### config.mk
export PLATFORM = sky130hd
export DESIGN_NAME = code_verifier
export DESIGN_NICKNAME = d
export VERILOG_FILES = /design/src/rtl/code_verifier.sv
export SDC_FILE = /design/constraint.sdc
export NUM_CORES = 1
export LEC_CHECK = 0
export CORE_ASPECT_RATIO = 1.25
export CORE_MARGIN = 10
export CORE_UTILIZATION = 35
export DETAILED_ROUTE_END_ITERATION = 7
export PLACE_DENSITY_LB_ADDON = 0.05
export SYNTH_ARGS = -nofsm -noshare
export SYNTH_HDL_FRONTEND = slang
export SYNTH_SLANG_ARGS = --single-unit
### constraint.sdc
create_clock -name clock -period 3 [get_ports clock]
set_clock_uncertainty 0.15 [all_clocks]
set_input_delay 0.75 -clock clock [delete_from_list [all_inputs] [get_ports clock]]
set_output_delay 0.75 -clock clock [all_outputs]
set_load 0.05 [all_outputs]
### src/rtl/code_verifier.sv
// code_verifier: buffers keypad digits and checks them against a stored password in constant time
// Ports:
//    clock, reset          system clock; asynchronous active-high reset
//    digit_valid, digit    keypad digit strobe and value
//    compare, clear        lock-controller requests: check the buffer / empty the buffer
//    pw_set, pw_length     stored password (digit i at [i*DIGIT_W +: DIGIT_W]) and its length
//    num_inputs, overflow  digits held in the buffer; sticky "digit dropped on full buffer"
//    busy                  high while a check is in flight
//    match, mismatch       one-cycle verdict pulses
//    locked, fail_count    lockout in progress; consecutive mismatches so far
module code_verifier #(
   parameter int DIGIT_W      = 2,
   parameter int MAX_LEN      = 8,
   parameter int LEN_W        = 4,
   parameter int MAX_ATTEMPTS = 3,
   parameter int LOCKOUT_CYC  = 1000
) (
   input  logic                       clock,
   input  logic                       reset,
   input  logic                       digit_valid,
   input  logic [DIGIT_W-1:0]         digit,
   input  logic                       compare,
   input  logic                       clear,
   input  logic [MAX_LEN*DIGIT_W-1:0] pw_set,
   input  logic [LEN_W-1:0]           pw_length,
   output logic [LEN_W-1:0]           num_inputs,
   output logic                       overflow,
   output logic                       busy,
   output logic                       match,
   output logic                       mismatch,
   output logic                       locked,
   output logic [LEN_W-1:0]           fail_count
);
   localparam int IDX_W = $clog2(MAX_LEN);
   localparam int CNT_W = $clog2(LOCKOUT_CYC + 1);
   typedef enum logic [1:0] {IDLE, CHECK, RESULT, LOCKOUT} state_t;
   state_t             state_q, state_d;
   logic [DIGIT_W-1:0] dig_q [MAX_LEN];
   logic [DIGIT_W-1:0] dig_d [MAX_LEN];
   logic [DIGIT_W-1:0] pw_q [MAX_LEN];
   logic [DIGIT_W-1:0] pw_d [MAX_LEN];
   logic [LEN_W-1:0]   num_q, num_d, slen_q, slen_d, scnt_q, scnt_d, fail_q, fail_d;
   logic [IDX_W-1:0]   idx_q, idx_d;
   logic [CNT_W-1:0]   cnt_q, cnt_d;
   logic               eq_q, eq_d, ovf_q, ovf_d, busy_q, busy_d;
   logic               match_q, match_d, mis_q, mis_d, locked_q, locked_d;
   logic               ok;
   // Length checks use only the snapshot, so the live password inputs cannot disturb a check.
   assign ok = eq_q && (scnt_q == slen_q) && (slen_q != '0) && (slen_q <= LEN_W'(MAX_LEN));
   always_comb begin
      state_d  = state_q;
      dig_d    = dig_q;
      pw_d     = pw_q;
      num_d    = num_q;
      slen_d   = slen_q;
      scnt_d   = scnt_q;
      fail_d   = fail_q;
      idx_d    = idx_q;
      cnt_d    = cnt_q;
      eq_d     = eq_q;
      ovf_d    = ovf_q;
      match_d  = 1'b0;
      mis_d    = 1'b0;
      // busy trails the state by one edge so it covers exactly the check and verdict cycles.
      busy_d   = (state_q == CHECK) || (state_q == RESULT);
      case (state_q)
         IDLE: begin
            if (compare) begin
               for (int i = 0; i < MAX_LEN; i++) pw_d[i] = pw_set[i*DIGIT_W +: DIGIT_W];
               slen_d  = pw_length;
               scnt_d  = num_q;
               idx_d   = '0;
               eq_d    = 1'b1;
               state_d = CHECK;
            end else if (clear) begin
               num_d = '0;
               ovf_d = 1'b0;
            end else if (digit_valid) begin
               if (num_q < LEN_W'(MAX_LEN)) begin
                  dig_d[num_q[IDX_W-1:0]] = digit;
                  num_d = num_q + LEN_W'(1);
               end else begin
                  ovf_d = 1'b1;
               end
            end
         end
         CHECK: begin
            // Every position is visited regardless of length so timing leaks nothing.
            if ((LEN_W'(idx_q) < slen_q) && (dig_q[idx_q] != pw_q[idx_q])) eq_d = 1'b0;
            idx_d = idx_q + IDX_W'(1);
            if (idx_q == IDX_W'(MAX_LEN - 1)) state_d = RESULT;
         end
         RESULT: begin
            match_d = ok;
            mis_d   = !ok;
            num_d   = '0;
            ovf_d   = 1'b0;
            if (ok) begin
               fail_d  = '0;
               state_d = IDLE;
            end else begin
               fail_d  = (fail_q == LEN_W'(MAX_ATTEMPTS)) ? fail_q : fail_q + LEN_W'(1);
               state_d = (fail_d == LEN_W'(MAX_ATTEMPTS)) ? LOCKOUT : IDLE;
               cnt_d   = CNT_W'(LOCKOUT_CYC - 1);
            end
         end
         default: begin
            if (cnt_q == '0) begin
               fail_d  = '0;
               state_d = IDLE;
            end else begin
               cnt_d = cnt_q - CNT_W'(1);
            end
         end
      endcase
      locked_d = (state_d == LOCKOUT);
   end
   always_ff @(posedge clock or posedge reset) begin
      if (reset) begin
         state_q  <= IDLE;
         dig_q    <= '{default: '0};
         pw_q     <= '{default: '0};
         num_q    <= '0;
         slen_q   <= '0;
         scnt_q   <= '0;
         fail_q   <= '0;
         idx_q    <= '0;
         cnt_q    <= '0;
         eq_q     <= 1'b0;
         ovf_q    <= 1'b0;
         busy_q   <= 1'b0;
         match_q  <= 1'b0;
         mis_q    <= 1'b0;
         locked_q <= 1'b0;
      end else begin
         state_q  <= state_d;
         dig_q    <= dig_d;
         pw_q     <= pw_d;
         num_q    <= num_d;
         slen_q   <= slen_d;
         scnt_q   <= scnt_d;
         fail_q   <= fail_d;
         idx_q    <= idx_d;
         cnt_q    <= cnt_d;
         eq_q     <= eq_d;
         ovf_q    <= ovf_d;
         busy_q   <= busy_d;
         match_q  <= match_d;
         mis_q    <= mis_d;
         locked_q <= locked_d;
      end
   end
   assign num_inputs = num_q;
   assign overflow   = ovf_q;
   assign busy       = busy_q;
   assign match      = match_q;
   assign mismatch   = mis_q;
   assign locked     = locked_q;
   assign fail_count = fail_q;
endmodule

# Word level (Yosys, flattened, before mapping)
# Index checks and enable logic that the tools add are counted.
# W data, S select, Z words.
op_classes:
  eq_ne: 16
  magnitude_cmp: 6
  mux: 39
  bitwise: 5
  n_addsub: 4
  reduce_logical: 22
ops:
  columns: ["op", "n"]
  rows:
  - ["$mux W4", 7]
  - ["$mux W10", 2]
  - ["$mux W2", 10]
  - ["$pmux W10 S2", 1]
  - ["$bwmux W16", 1]
  - ["$pmux W4 S2", 2]
  - ["$bmux W2 S3", 2]
  - ["$logic_not A10 Y1", 1]
  - ["$sub A10 B1 Y10 const B", 1]
  - ["$ne A3 B3 Y1 const B", 3]
  - ["$add A4 B1 Y4 const B", 2]
  - ["$eq A4 B2 Y1 const B", 2]
  - ["$ge A4 B4 Y1 const B", 2]
  - ["$mux W1", 8]
  - ["$ne A2 B2 Y1 const B", 4]
  - ["$not A3 Y4", 2]
  - ["$reduce_and A4 Y1", 2]
  - ["$demux W2 S3", 1]
  - ["$pmux W2 S3", 1]
  - ["$pmux W3 S2", 1]
  - ["$reduce_and A2 Y1", 3]
  - ["$reduce_and A3 Y1", 2]
  - ["$reduce_bool A2 Y1", 3]
  - ["$logic_and A1 B1 Y1", 5]
  - ["other kinds (20)", 24]
totals:
  regBits: 69
  wordCells: 121
  in_bits: 27

# Depth between registers and ports, before layout
logic_depth:
  depth_word: 8
  mapped_depth: 8
  mapped_depth_nobuf: 7

# Worst setup path after synthesis
# Ideal clock, no wire load.
synth_path:
  kind: "register -> register"
  from: "register state_q[0]"
  to: "register dig_q[6] (netlist bit)"
  setup_slack_ns: 0.759
  stages_incl_launch_ff: 9
  arrival_time_ns: 1.966
  cell_sequence: "dfrtp_1 inv_1 ha_1 clkbuf_1 nand2_1 nor4_1 nand2b_1 nor3b_1 mux2_2"
synth_between:
  elab_chain_cells: 2
synth_rtl:
  columns: ["item", "line_no", "source"]
  rows:
  - ["start: declaration", "37", "state_t state_q, state_d;"]
  - ["start signal: assignment", "136", "state_q <= state_d;"]
  - ["$logic_not A2 Y1", "66", "case (state_q)"]
  - ["$reduce_and A5 Y1 (no line)", null, null]
  - ["end signal: assignment", "137", "dig_q <= dig_d;"]
  - ["end: declaration", "38", "logic [DIGIT_W-1:0] dig_q [MAX_LEN];"]
# Every way passes these cells.
# A chain may end at the register's enable or synchronous reset.

# Final worst setup path
layout_path:
  from: "register num_q[2], in the netlist num_inputs[2]"
  to: "output num_inputs[2]"
layout_rtl:
  columns: ["item", "line_no", "source"]
  rows:
  - ["start: declaration", "42", "logic [LEN_W-1:0] num_q, num_d, slen_q, slen_d, scnt_q, scnt_d, fail_q, fail_d;"]
  - ["start signal: assignment", "139", "num_q <= num_d;"]
  - ["end: declaration", "26", "output logic [LEN_W-1:0] num_inputs,"]
# No word-level cell between the ends.

==> reports/metrics.yaml <==
cts_resized: 0
worst_pin_slew_ns: 0.538
grt_pass1_vias: 2538
syn_nets: 351
yosys_most_used_dff: "dfrtp_1"
antenna_found_initial: 0
synth.avg_cell_area_um2: 11.2
min_path_type: "flop to flop"
grt_max_degree: 70
async_reset_ff_frac: 1.00
synth_top_family_by_area: "multiplexers"
synth_cells: 313
portBuffers: 39
holdWs_ns: 0.353
synth_seq_cells: 69
final_nets: 395
period_minus_slack_ns: 2.72
grt.total_usage: 0.115
cts_made_buffers: 9
drv_slew: 0
synth_compound_area_frac: 0.0975
cts_sinks: 69
cts.reportedPaths.clkPinSlew_ns: 0.05
power.density_nw_per_um2: 993
internal-power_mw: 2.65
clock_latency_ns: 0.32
swShare: 0.379
cp_max_fo: 13
ctsHtreeMaxLevel: 3
drt_drc_violations_left: 0
grt_overflow_total: 0
start_util: 0.361
rsz0062_at_grt: "false"
fin_crit_sh: 0.907
yosysUniqueCellTypes: 46
timing.slew.headroom: 0.638
cts_max_path_buffers: 2
post_cts_buffers: 0
rows: 40
synth_edf_count: 0
synthAdderAreaFrac: 0.0393
dieWidth_um: 109
crit_type: "flop to output port"
firstDrtPassIters: 4
finalNonFillerCells: 486
root_buffer: "clkbuf_16"
synthSimpleGateAreaFrac: 0.135
power_frac_comb: 0.395
outcome: "finished clean"
critPathMaxStageDelay_ns: 0.90
dp_slack_ns: 0.197
fin_ws_ns: 0.279
crit_family: "buffers and inverters"
drtIter0Drc: 103
crit_required_ns: 2.10
path_cells: "clkdlybuf4s50_1"
dp_cells: 472
coreArea_um2: 9710
finalHoldViolCount: 0
ys_warn_count: 0
start_kind: "flop"
dieArea_um2: 14400
critPathCaptureType: "output port"
cp_slowest_cell: "clkdlybuf4s50_1"
gp_congestion: 0.760
p_sw_mw: 1.62
tns_ns: 0
worstPathArrival_ns: 1.82
n_antenna_cell: 0
cts_tree: "yes"
grt_pass1_wl_um: 13100
crit_buf_inv: 1
power_frac_clock: 0.215
cap_violations: 0
area_delta_synth_final_pct: 22.8
wl_um: 7890
peakVddDrop_mv: 0.315
ant_nets: 0
ys_seq_area_frac: 0.493
vias: 2453
dpl.hpwl_um: 5670
synth_area_um2: 3500
timing.reg2reg.setup_slack_ns: 0.64
cts_hold_buf: 0
wl_per_cell_um: 16.2
die-height_um: 132
viasPerCell: 5.05
finalSetupViolCount: 0
drive_above_1_share: 0.194
leakage_nw: 1.80
synth.mux.area_fraction: 0.145
io_pins: 40
synth_xor_area_frac: 0.0600
max_freq_ghz: 0.367
power_frac_seq: 0.390
## logic make-up (layout without fill, tap and decap cells)
kind of cell / after synthesis / after routing
xor gates and xnor gates: 24 / 24
DFF: 69 / 69
and+or+nand+nor: 89 / 89
muxes: 42 / 42
buffers and inverters: 26 / 73
adders and majority gates: 11 / 11
AOI/OAI and AO/OA: 52 / 52
## worst register-to-register path, delay by kind of cell (launching register included)
family                     cells  cell delay, ns
and+or+nand+nor                4            0.89
DFF                            1            0.45
muxes                          1            0.38
adders and majority gates      1            0.27
buffers and inverters          1            0.11
## cell usage in the layout (no fill, tap or decap), types with 9 or more instances in the layout
cell	netlist	final
xnor2_1	19	19
clkdlybuf4s50_1	0	39
a21oi_1	10	10
ha_1	11	11
inv_1	14	13
clkbuf_16	0	9
o21ai_0	17	17
nor2_1	12	12
nand2_1	27	27
dfrtp_1	69	69
nor3_1	11	11
mux2_2	39	39
## power groups by stage
stage	Clock (mW)	Sequential [mW]	Combinational, mW
detailed placement	0	1.69	1.70
global route	0.989	1.73	1.88
CTS	0.948	1.68	1.71
global placement	0	1.69	1.69
finish	0.917	1.67	1.69
floorplan	0	1.71	1.18
## metrics by stage
step                total power, mW  cell area [um2]  utilization
CTS                            4.34             4300        0.443
floorplan                      2.89             3500            -
finish                         4.27             4300        0.443
detailed placement             3.40             4060        0.418
global placement               3.37             4060        0.418
global route                   4.60             4300        0.443
## cell usage after synthesis, drive strengths merged (3+ instances only)
library cell,instances,area [um2]
ha,11,138
nand2,27,101
nor2b,3,18.8
a21oi,10,50.1
nand3,6,30.0
mux2,39,439
nor4,7,58.8
or2,3,18.8
o21ai,18,93.8
xnor2,19,166
nor2,12,45.0
mux4,3,67.6
nand3b,3,22.5
nor3,11,55.1
a22oi,5,37.5
dfrtp,69,1730
nor3b,3,22.5
a31oi,5,31.3
nand2b,5,31.3
inv,14,52.6
clkbuf,10,37.5
xor2,5,43.8
## routing by layer
metal / wire length, um / vias to the layer above / global-route usage
met5: 0 / - / 0
met4: 102 / 0 / 0.0413
met3: 266 / 9 / 0.0269
met2: 4030 / 34 / 0.189
met1: 3490 / 1206 / 0.140
li1: - / 1204 / -
## cell type report
type / instances / area (um2)
clock buffer: 11 / 233
timing repair buffer: 45 / 448
clock inverter: 3 / 15.0
tap: 126 / 158
sequential: 69 / 1730
inverter: 14 / 52.6
multi-input combinational: 218 / 1670
fill: 968 / 5410
## state kept, by name, indices dropped and copies added, names as in the netlist, 2 cells and up
signal      count
dig_q          16
pw_q           16
cnt_q          10
fail_count      4
num_inputs      4
scnt_q          4
slen_q          4
idx_q           3
state_q         2
## path summary, 6_finish.rpt
path                          startpoint             to  cells after the start
max in group asynchronous          reset       pw_q[13]                      3
min in group asynchronous          reset  fail_count[1]                      3
max reg2reg                   state_q[0]       dig_q[6]                      7
min reg2reg                     dig_q[4]       dig_q[4]                      1
min                             dig_q[4]       dig_q[4]                      1
max                        num_inputs[2]  num_inputs[2]                      1
No activity file was read; power rests on OpenSTA's default activity.
